[config.mk]
export PLATFORM = sky130hd
export DESIGN_NAME = run_controller
export DESIGN_NICKNAME = d
export VERILOG_FILES = /design/src/rtl/run_controller.sv
export SDC_FILE = /design/constraint.sdc
export NUM_CORES = 1
export LEC_CHECK = 0
export ABC_AREA = 1
export CAP_MARGIN = 15
export CELL_PAD_IN_SITES_DETAIL_PLACEMENT = 2
export CELL_PAD_IN_SITES_GLOBAL_PLACEMENT = 2
export CORE_AREA = 2 2 114 116
export DETAILED_ROUTE_END_ITERATION = 8
export DIE_AREA = 0 0 116 118
export DONT_BUFFER_PORTS = 1
export GPL_TIMING_DRIVEN = 0
export PLACE_DENSITY_LB_ADDON = 0.1
export SLEW_MARGIN = 20
export SYNTH_ARGS = -nofsm -noshare
export SYNTH_HDL_FRONTEND = slang
export SYNTH_SLANG_ARGS = --single-unit
export TNS_END_PERCENT = 20
[constraint.sdc]
create_clock -name clock -period 2.45 [get_ports clock]
set_clock_uncertainty 0.1 [all_clocks]
set_input_delay 0.735 -clock clock [delete_from_list [all_inputs] [get_ports clock]]
set_output_delay 0.735 -clock clock [all_outputs]
set_load 0.02 [all_outputs]
[src/rtl/run_controller.sv]
// Run/handshake controller: programmable clock-enable divider, done-address table,
// 4-phase req/ack handshake, per-run tick counter and watchdog timeout.
module run_controller #(
    parameter int PC_BITS   = 10,
    parameter int NUM_PROGS = 4,
    parameter int DIV_BITS  = 4,
    parameter int CYC_BITS  = 16,
    localparam int SEL_W    = $clog2(NUM_PROGS)
) (
    input  logic                clock,
    input  logic                reset_n,
    input  logic                req,
    input  logic [SEL_W-1:0]    prog_sel,
    input  logic                da_we,
    input  logic [SEL_W-1:0]    da_wsel,
    input  logic [PC_BITS-1:0]  da_wdata,
    input  logic [DIV_BITS-1:0] div_ratio,
    input  logic [CYC_BITS-1:0] timeout_cycles,
    input  logic [PC_BITS-1:0]  pc,
    output logic                core_en,
    output logic                core_start,
    output logic                busy,
    output logic                ack,
    output logic                timeout,
    output logic [CYC_BITS-1:0] cycle_count
);

    typedef enum logic [2:0] {IDLE, START, RUN, DONE, ABORT} state_t;

    state_t              state_q, state_d;
    logic [SEL_W-1:0]    sel_q, sel_d;
    logic [DIV_BITS-1:0] div_q, div_d;
    logic [DIV_BITS-1:0] cnt_q, cnt_d;
    logic [CYC_BITS-1:0] count_q, count_d, count_inc;
    logic                en_q, en_d;
    logic                start_q, start_d;
    logic                ack_q, ack_d;
    logic                to_q, to_d;
    logic [PC_BITS-1:0]  table_q [NUM_PROGS];

    always_ff @(posedge clock or negedge reset_n) begin
        if (!reset_n) begin
            for (int i = 0; i < NUM_PROGS; i++) table_q[i] <= '1;
        end else if (da_we) begin
            table_q[da_wsel] <= da_wdata;
        end
    end

    always_ff @(posedge clock or negedge reset_n) begin
        if (!reset_n) begin
            state_q <= IDLE;
            sel_q   <= '0;
            div_q   <= '0;
            cnt_q   <= '0;
            count_q <= '0;
            en_q    <= 1'b0;
            start_q <= 1'b0;
            ack_q   <= 1'b0;
            to_q    <= 1'b0;
        end else begin
            state_q <= state_d;
            sel_q   <= sel_d;
            div_q   <= div_d;
            cnt_q   <= cnt_d;
            count_q <= count_d;
            en_q    <= en_d;
            start_q <= start_d;
            ack_q   <= ack_d;
            to_q    <= to_d;
        end
    end

    // en_d looks one cycle ahead so core_en is a plain register with no input path.
    always_comb begin
        state_d   = state_q;
        sel_d     = sel_q;
        div_d     = div_q;
        cnt_d     = cnt_q;
        count_d   = count_q;
        en_d      = 1'b0;
        start_d   = 1'b0;
        ack_d     = 1'b0;
        to_d      = 1'b0;
        count_inc = (count_q == '1) ? count_q : count_q + 1'b1;
        case (state_q)
            IDLE: begin
                if (req) begin
                    state_d = START;
                    sel_d   = prog_sel;
                    div_d   = div_ratio;
                    cnt_d   = '0;
                    count_d = '0;
                    en_d    = (div_ratio == '0);
                    start_d = (div_ratio == '0);
                end
            end
            START, RUN: begin
                if (!req) begin
                    state_d = IDLE;
                end else if (en_q) begin
                    count_d = count_inc;
                    if (pc == table_q[sel_q]) begin
                        state_d = DONE;
                        ack_d   = 1'b1;
                    end else if (timeout_cycles != '0 && count_inc == timeout_cycles) begin
                        state_d = ABORT;
                        ack_d   = 1'b1;
                        to_d    = 1'b1;
                    end else begin
                        state_d = RUN;
                        cnt_d   = '0;
                        en_d    = (div_q == '0);
                    end
                end else begin
                    cnt_d   = cnt_q + 1'b1;
                    en_d    = (cnt_d == div_q);
                    start_d = (cnt_d == div_q) && (state_q == START);
                end
            end
            DONE: begin
                if (!req) state_d = IDLE;
                else      ack_d   = 1'b1;
            end
            ABORT: begin
                if (!req) begin
                    state_d = IDLE;
                end else begin
                    ack_d = 1'b1;
                    to_d  = 1'b1;
                end
            end
            default: state_d = IDLE;
        endcase
    end

    assign core_en     = en_q;
    assign core_start  = start_q;
    assign busy        = (state_q == START) || (state_q == RUN);
    assign ack         = ack_q;
    assign timeout     = to_q;
    assign cycle_count = count_q;

endmodule

==> results of run 1 <==
==> sequential cells by signal, indices dropped and copies added, names as in the netlist <==
signal       count
cycle_count     16
ack              1
timeout          1
cnt_q            4
div_q            4
sel_q            2
state_q          3
core_en          1
core_start       1
table_q         40
==> critical path, cell delays in order, from the launching register on <==
cell and delay [ns]:
dfrtp_2 0.54, ha_4 0.23, inv_2 0.06, nor2_4 0.11, nand2_4 0.11, nor2_8 0.12
inv_4 0.06, buf_12 0.15, nand3_2 0.07, nand2_1 0.07, nor2_1 0.15, nand3_2 0.10
nor2_2 0.10, nand3_2 0.09, nand2_2 0.09, nand2_4 0.09, nand2_4 0.09, nand2_1 0.07
nand2_1 0.06
==> cells by family (layout without fill, tap and decap cells) <==
| group | after synthesis | after routing | share of synthesized area (%) |
|---|---|---|---|
| XOR/XNOR | 23 | 23 | 4.90 |
| adder cells (fa/ha/maj) | 2 | 2 | 0.570 |
| AO/OA/AOI/OAI | 78 | 78 | 9.40 |
| AND/OR/NAND/NOR | 347 | 347 | 35.1 |
| flip-flops | 73 | 73 | 42.7 |
| buffers and inverters | 81 | 107 | 7.27 |
==> through the flow <==
| stage | total power, mW | TNS (ns) | cell area [µm²] | setup WS (ns) |
|---|---|---|---|---|
| after global routing | 4.50 | -1.73 | 5260 | -0.240 |
| after detailed placement | 2.85 | -11.36 | 4610 | -0.573 |
| after floorplan | 2.48 | 0 | 4390 | 0.0995 |
| after CTS | 4.22 | -0.324 | 5050 | -0.0805 |
| final | 4.21 | -0.334 | 5260 | -0.0819 |
| after global placement | 2.79 | -8.90 | 4610 | -0.545 |
==> cell type report <==
class / instances / area (µm²)
Clock inverter: 4 / 27.5
Buffer: 18 / 108
Timing Repair Buffer: 10 / 109
Tap cell: 172 / 215
Fill cell: 1453 / 7150
Sequential cell: 73 / 1900
Clock buffer: 12 / 256
Inverter: 63 / 239
Multi-Input combinational cell: 450 / 2410
==> worst paths after layout <==
check	endpoint	slack [ns]	cells past startpoint
hold reg to reg	table_q[11]	0.39	2
min in group clock	table_q[11]	0.39	2
max in group asynchronous	cycle_count[4]	1.89	1
setup reg to reg	cnt_q[0]	-0.08	18
setup / recovery	cnt_q[0]	-0.08	18
hold / removal	table_q[32]	0.13	0
==> layout by cell type, fill, tap and decap left out, types with 3 or more instances in the layout <==
master     Yosys  layout
a22o_1         3       3
buf_4          0       7
clkbuf_1      16       9
clkbuf_16      0      10
clkbuf_2       0       7
dfrtp_1       33      17
dfrtp_2        0      16
dfstp_2       40      40
inv_1         61      60
nand2_1      203     191
nand2_2        6      18
nand2_4        4       4
nand3_1       53      40
nand3_2        3      15
nand4_1       12      12
nor2_1        46      35
nor2_2         3       9
nor2_4         3       8
nor4_1         9       8
o21ai_0       66      62
o21ai_1        1       3
o22ai_1        7       6
xnor2_1       13      13
xor2_1         9       8
==> what timing repair did <==
| item | CTS | global route |
|---|---|---|
| pin swaps | 10 | 16 |
| hold buffers | 1 | 0 |
| gates resized for setup | 41 | 48 |
| gates cloned | 0 | 1 |
| buffers inserted | 6 | 2 |
| endpoints found under the hold margin | 33 | 0 |
| endpoints found under the setup margin | 26 | 23 |
==> power by group through the flow <==
stage                     Clock, mW  Sequential, mW  Combinational (mW)
final                          1.28            1.64                1.28
after global placement            0            1.64                1.15
after detailed placement          0            1.65                1.20
after global routing           1.36            1.67                1.46
after floorplan                   0            1.60               0.880
after CTS                      1.32            1.64                1.27
==> routing by layer <==
metal  GRT usage [%]  vias to the layer above
met5               0                        -
met2            42.1                       82
met4            6.62                        0
met1            28.8                     2128
met3            5.30                       17
li1                -                     1991
==> metrics.yaml, run 1 <==
power:
  p_per_area_mw_per_mm2: 800
  switching_power_mw: 1.54
  comb_power_share_pct: 30.5
  p_int_mw: 2.67
  ir_drop_v: 0.000297
  switching_share_pct: 36.6
  p_clk_share_pct: 30.5
  pwr-share-seq_pct: 39.0
  leakagePower_nw: 2.42
cells_and_area:
  area_growth_pct: 19.8
  fin_cells: 802
  final_util_pct: 42.4
  diodes: 0
  nNetsFinal: 675
  drive_above_1_share_pct: 25.2
flow_run:
  max_cap_violations: 0
synth:
  postSynthCellCount: 604
  ys_async_sr_fraction_pct: 100
  synth_ff_type: "dfstp_2"
  yosys_warnings: 0
  yosysSeqAreaShare_pct: 42.7
  synth_area_leaders: "dfstp_2 24%, dfrtp_1 19%, nand2_1 17%"
  ys_top_cells_by_count: "203 x nand2_1, 66 x o21ai_0, 61 x inv_1"
  syn_area_mm2: 0.00439
  ys_ff_latch: 73
  synth.largest_area_cell: "dfstp_2"
  avgSynthCellArea_um2: 7.27
  ys_types: 29
  netlist.area_leader.share_pct: 23.9
  yosysMostFrequentCell: "nand2_1"
  synth_edf_count: 0
  synth_fp_nets: 654
clock_network:
  clkSinkCount: 73
  path_clk_slew_ns: 0.06
  clock_path_buffers: 2
  cts_htree_levels: 3
  cts-buffers-inserted: 9
  tritoncts: "done"
  insertion_delay_ns: 0.35
  cts-root-buf: "clkbuf_16"
run_status:
  violations: "setup timing"
  status: "finished, violations left"
worst_setup_path:
  crit_type: "flop to flop"
  end_kind: "flop"
  startpoint_type: "flop"
  r2r-start: "cycle_count[0]"
  worstSetupStartpoint: "cycle_count[0]"
  cp_data_required_time_ns: 2.64
  cp.arrival_ns: 2.72
  cp_max_fo: 10
timing:
  setup_viol_count_final: 7
  hold_slack_ns: 0.128
  fmax_mhz: 395
  finalHoldViolCount: 0
  period_needed_ns: 2.53
  rsz0062_at_grt: "yes"
  slew_violations: 0
  max_slew_margin_pct: 53.0
  fin_crit_sh_pct: 103
  tightestPinTransition_ns: 0.703
  fin_ws_ns: -0.0819
floorplanning:
  placementRows: 41
  start_util_pct: 35.4
  boundaryPins: 69
  core_area_mm2: 0.0124
  fp.dieH_um: 118
  die-area_mm2: 0.0137
  die_w_um: 116
global_route:
  grt_antenna_before_repair: 0
  grt_first_pass_wirelength_mm: 24.9
  grt_usage_pct: 23.9
  grt_max_degree: 42
  grt_remaining_overflow: 0
  first_global_vias: 4669
routing:
  viasPerCell: 5.26
  first_iter_violations: 135
  wl_met3_um: 718
  highest_layer: "met4"
  met1_length_mm: 6.61
  route.met2.wl_mm: 8.04
  first_pass_iters: 4
  wl_mm: 15.6
  drcViolationCount: 0
  via_count: 4218
  antenna_left: 0
  wire_per_inst_um: 19.4
hold_path:
  holdCritPathClass: "input pin to asynchronous set/reset pin"
place:
  hpwl_mm: 11.2
  gp_congestion: 0.797
  io_buffers: 0
  dp_cells: 776
(Power assumes the default switching activity.)
==> inputs of run 2 (changes only) <==
--- a/config.mk
+++ b/config.mk
@@ -5,13 +5,12 @@
 export SDC_FILE = /design/constraint.sdc
 export NUM_CORES = 1
 export LEC_CHECK = 0
-export ABC_AREA = 1
 export CAP_MARGIN = 15
 export CELL_PAD_IN_SITES_DETAIL_PLACEMENT = 2
 export CELL_PAD_IN_SITES_GLOBAL_PLACEMENT = 2
-export CORE_AREA = 2 2 114 116
+export CORE_AREA = 2 2 108 110
 export DETAILED_ROUTE_END_ITERATION = 8
-export DIE_AREA = 0 0 116 118
+export DIE_AREA = 0 0 110 112
 export DONT_BUFFER_PORTS = 1
 export GPL_TIMING_DRIVEN = 0
 export PLACE_DENSITY_LB_ADDON = 0.1
==> run 2 against run 1 <==
Compared with the run above:
- critical path depth fell by 9
- synthesized cell count fell by 30%
- the flow still finishes with violations (setup timing)
- utilization rose by 7.1 points
- critical endpoint is now state_q[1]
- largest power group unchanged
- routed wire length rose by 2.2%
- first-iteration DRC count rose by 3.7%
- design area rose by 5.1%
- sequential share of layout area fell by 1.7 points
- clock-buffer cell count rose by 1
- area after synthesis rose by 2.7%
- total power rose by 1.6%
- die area fell by 10%
- register-to-register slack got worse by 0.64 ns
==> metrics.yaml, run 2 <==
cells_and_area:
  fillers: 1125
  largest-register: "table_q"
  largest_reg_flops: 40
  drive_above_1_share_pct: 46.2
  diodes: 0
  layout_common_cells: "46 x mux2_2, 40 x dfstp_2, 32 x nor2_1"
  nNetsFinal: 508
  area_growth_pct: 22.7
  final_common_cell: "mux2_2"
  final_util_pct: 49.5
routing:
  antenna_left: 0
  first_pass_iters: 4
  first_iter_violations: 140
  viasPerCell: 6.25
  drcViolationCount: 0
  via_count: 3790
  wl_mm: 15.9
  wire_per_inst_um: 26.3
timing:
  slew_violations: 0
  tightestPinTransition_ns: 1.05
  rsz0062_at_grt: "yes"
  finalHoldViolCount: 0
  fin_crit_sh_pct: 129
  period_needed_ns: 3.17
  setup_viol_count_final: 10
  fin_ws_ns: -0.718
  hold_slack_ns: 0.131
  fmax_mhz: 316
  max_slew_margin_pct: 29.2
  fin_setup_tns_ns: -5.18
worst_setup_path:
  cp_slowest_cell: "or4_4"
  r2r_cells: 9
  startpoint_type: "flop"
  cp_max_fo: 8
  end_kind: "flop"
  r2r-start: "cycle_count[1]"
  worstSetupStartpoint: "cycle_count[1]"
  crit_type: "flop to flop"
  cpMostUsedCell: "or4_4"
  crit_chain: "ha_4, nand4_4, or4_4, nand4_1, or3b_4, nand4bb_4, or4_4, o22ai_2, a21oi_1"
  cpPeakStageDelay_ns: 0.56
  cp.arrival_ns: 3.30
  cp_data_required_time_ns: 2.58
power:
  ir_drop_v: 0.000767
  power_mw: 4.28
  leakagePower_nw: 2.10
  p_per_area_mw_per_mm2: 774
global_route:
  grt_first_pass_wirelength_mm: 24.4
  grt_antenna_before_repair: 0
  grt_max_degree: 42
  first_global_vias: 4246
  grt_usage_pct: 26.8
  grt_remaining_overflow: 0
floorplanning:
  start_util_pct: 40.4
  fp.dieH_um: 112
  die-area_mm2: 0.0123
  placementRows: 39
  boundaryPins: 69
  core_area_mm2: 0.0112
  die_w_um: 110
synth:
  ys_types: 64
  postSynthCellCount: 424
  synth_fp_nets: 474
  yosysMostFrequentCell: "mux2_2"
  netlist.area_leader.share_pct: 23.3
  ys_top_cells_by_count: "47 x mux2_2, 40 x dfstp_2, 33 x dfrtp_1"
  synth_ff_type: "dfstp_2"
  yosysSeqAreaShare_pct: 41.6
  synth_area_leaders: "dfstp_2 23%, dfrtp_1 18%, mux2_2 12%"
  synth.largest_area_cell: "dfstp_2"
  yosys_warnings: 0
  ys_ff_latch: 73
  syn_area_mm2: 0.00451
  synth_edf_count: 0
  ys_async_sr_fraction_pct: 100
  avgSynthCellArea_um2: 10.6
run_status:
  status: "finished, violations left"
  violations: "setup timing"
place:
  dp_slack_ns: -1.41
  hpwl_mm: 10.5
  io_buffers: 0
  gp_congestion: 0.910
hold_path:
  holdCritPathClass: "input pin to asynchronous set/reset pin"
flow_run:
  max_cap_violations: 0
clock_network:
  insertion_delay_ns: 0.34
  clkSinkCount: 73
  path_clk_slew_ns: 0.06
  cts_htree_levels: 3
  tritoncts: "done"
  cts-root-buf: "clkbuf_16"
  cts-buffers-inserted: 9
  clock_path_buffers: 2
==> run 2: repair_timing <==
item	CTS	global route
gates resized for setup	62	22
buffers inserted	21	2
pin swaps	19	12
hold buffers	1	0
endpoints found under the hold margin	33	0
setup endpoints to repair	25	19
==> run 2: logic make-up after synthesis <==
| group | Yosys count | synth area share (%) |
|---|---|---|
| simple gates | 148 | 18.7 |
| buf+inv | 32 | 4.22 |
| xor+xnor | 31 | 6.02 |
| flops | 73 | 41.6 |
| fa+ha+maj | 2 | 0.555 |
| compound gates | 81 | 12.2 |
| mux | 57 | 16.7 |
==> run 2: cell type report <==
class	instances	area (µm²)	share of cell area, %
multi-input combinational	319	2710	49.0
buffer	22	183	3.30
tap	143	179	3.23
clock buffer	13	270	4.89
sequential	73	1900	34.3
clock inverter	3	46.3	0.837
timing repair buffer	25	215	3.89
inverter	8	30.0	0.543
==> run 2: per-stage QoR <==
stage,area (µm²),cells
2_1_floorplan,4520,424
3_3_place_gp,4700,567
3_5_place_dp,4720,568
4_1_cts,5430,604
5_1_grt,5530,606
6_report,5530,606
==> run 2: critical path: cells and delay by family, from the launching register on <==
kind | cells | cell delay, ns
DFF | 1 | 0.54
AOI/OAI and AO/OA | 2 | 0.24
and+or+nand+nor | 6 | 1.96
adders and majority gates | 1 | 0.20
==> run 2: worst paths after layout <==
| check | end | slack (ns) |
|---|---|---|
| worst max register to register | state_q[1] | -0.72 |
| worst min register to register | cnt_q[1] | 0.45 |
| min in group clock | table_q[13] | 0.44 |
| max in group asynchronous | cycle_count[9] | 1.87 |
| worst min-delay path | table_q[35] | 0.13 |
| worst max-delay path | state_q[1] | -0.72 |
==> run 2: power by group <==
part / internal [mW] / leakage (nW) / switching, mW
clock: 0.877 / 0.152 / 0.538
sequential: 1.51 / 0.834 / 0.193
combinational: 0.593 / 1.11 / 0.568
==> run 2: routing by layer <==
metal	vias up	track usage, %	routed length (µm)	share of wire, %
li1	1673	-	-	-
met1	1985	31.5	6350	40
met2	103	45.4	8390	53
met3	29	7.38	734	4.6
met4	0	11.5	465	2.9
met5	-	0	0	0
==> inputs of run 3 (changes only) <==
--- a/config.mk
+++ b/config.mk
@@ -13,7 +13,9 @@
 export DIE_AREA = 0 0 110 112
 export DONT_BUFFER_PORTS = 1
 export GPL_TIMING_DRIVEN = 0
-export PLACE_DENSITY_LB_ADDON = 0.1
+export MAX_ROUTING_LAYER = met4
+export PLACE_DENSITY = 0.83
+export SKIP_LAST_GASP = 1
 export SLEW_MARGIN = 20
 export SYNTH_ARGS = -nofsm -noshare
 export SYNTH_HDL_FRONTEND = slang
==> run 3 against run 2 <==
Compared with the run above:
- the flow still finishes with violations (setup timing)
- register-to-register slack got worse by 0.24 ns
- sequential power about the same
- sequential cell count unchanged
- critical endpoint is now cnt_q[2]
- die area did not move
- combinational power barely moved
- final cell count is 2.8% higher
==> metrics.yaml, run 3 (same netlist as run 2, synthesis figures left out) <==
run_status:
  status: "finished, violations left"
  violations: "setup timing"
floorplanning:
  boundaryPins: 69
  die_w_um: 110
  placementRows: 39
  start_util_pct: 40.4
  core_area_mm2: 0.0112
  die-area_mm2: 0.0123
  fp.dieH_um: 112
place:
  io_buffers: 0
  dpl_cell_area_mm2: 0.00472
  hpwl_mm: 10.8
  gp_congestion: 0.861
routing:
  drcViolationCount: 0
  wl_mm: 19.7
  via_count: 4180
  viasPerCell: 6.71
  first_pass_iters: 6
  wire_per_inst_um: 31.7
  first_iter_violations: 362
  antenna_left: 0
worst_setup_path:
  cp.arrival_ns: 3.59
  startpoint_type: "flop"
  cp_data_required_time_ns: 2.64
  crit_type: "flop to flop"
  cp_max_fo: 4
  end_kind: "flop"
cells_and_area:
  fin_area_mm2: 0.00569
  nNetsFinal: 525
  drive_above_1_share_pct: 48.3
  area_growth_pct: 26.1
  largest_reg_flops: 40
  diodes: 0
  largest-register: "table_q"
  final_common_cell: "mux2_2"
  layout_common_cells: "46 x mux2_2, 43 x buf_4, 40 x dfstp_2"
  final_util_pct: 50.9
power:
  leakagePower_nw: 2.20
  p_per_area_mw_per_mm2: 763
  ir_drop_v: 0.000475
  power_mw: 4.34
timing:
  setup_viol_count_final: 25
  fmax_mhz: 294
  fin_crit_sh_pct: 139
  rsz0062_at_grt: "yes"
  tightestPinTransition_ns: 0.962
  finalHoldViolCount: 0
  slew_violations: 0
  max_slew_margin_pct: 35.2
  fin_setup_tns_ns: -10.94
  period_needed_ns: 3.40
  fin_ws_ns: -0.953
clock_network:
  clkSinkCount: 73
  cts_htree_levels: 3
  clock_path_buffers: 2
  path_clk_slew_ns: 0.07
  cts-root-buf: "clkbuf_16"
  tritoncts: "done"
  insertion_delay_ns: 0.35
  cts-buffers-inserted: 9
global_route:
  grt_max_degree: 42
  grt_antenna_before_repair: 0
  grt_remaining_overflow: 0
  first_global_vias: 4606
  grt_first_pass_wirelength_mm: 27.9
  grt_usage_pct: 32.0
flow_run:
  max_cap_violations: 0
hold_path:
  holdCritPathClass: "input pin to asynchronous set/reset pin"
## run 3: changes by cell type in the layout (fill, tap and decap cells not counted), sizes merged
cell,delta
buf,+22
clkinv,+1
clkbuf,-9
inv,+4
clkinvlp,-1
## run 3: worst max-delay path: stages, from the launching register on
cell and delay (ns):
dfrtp_2 0.48, buf_8 0.14, nand4_1 0.14, buf_6 0.18, buf_4 0.15, nor4_4 0.35, buf_4 0.20, buf_4 0.12
nor4_2 0.07, nor4_4 0.39, nor4bb_4 0.28, nand4_1 0.24, nand4_1 0.28, a221o_1 0.21
## run 3: power breakdown
group | switching [mW] | internal, mW
clock network | 0.623 | 0.811
registers | 0.210 | 1.51
logic | 0.602 | 0.586
total | 1.44 | 2.90
## run 3: layer usage
| metal | vias to the layer above | track usage, % | wire length [µm] |
|---|---|---|---|
| met5 | - | - | 0 |
| met4 | 0 | 18.9 | 1150 |
| met3 | 84 | 7.61 | 1380 |
| met2 | 230 | 52.8 | 10100 |
| met1 | 2152 | 34.3 | 7130 |
| li1 | 1714 | - | - |
## run 3: final timing paths
| path | start | endpoint | slack [ns] | cells after the start |
|---|---|---|---|---|
| min reg2reg | cnt_q[1] | cnt_q[1] | 0.48 | 1 |
| max in group asynchronous | reset_n | cycle_count[15] | 1.91 | 1 |
| min | reset_n | table_q[26] | 0.12 | 0 |
| max | cycle_count[11] | cnt_q[2] | -0.95 | 13 |
| max reg2reg | cycle_count[11] | cnt_q[2] | -0.95 | 13 |
| min in group clock | da_wdata[6] | table_q[26] | 0.43 | 1 |
## run 3: through the flow
step                setup WS (ns)  instances  hold WS (ns)
global route                -1.04        623         0.110
global placement            -1.28        567         0.343
finish                     -0.953        623         0.121
detailed placement          -1.37        568         0.343
CTS                        -0.663        606         0.120
floorplan                  -0.609        424         0.339
## run 3: repair_timing
action | in CTS | in global routing
hold endpoints to repair | 33 | 0
setup buffers | 23 | 17
setup endpoints to repair | 26 | 25
pin swaps | 19 | 15
hold buffers | 1 | 0
gates resized for setup | 62 | 24
## run 3: cell type report
class                           instances  area [µm²]
Fill cell                            1086        5490
Multi-Input combinational cell        319        2760
Sequential cell                        73        1900
Timing Repair Buffer                   42         335
Clock buffer                            9         225
Tap cell                              143         179
Buffer                                 22         175
Clock inverter                          7        82.6
Inverter                                8        30.0
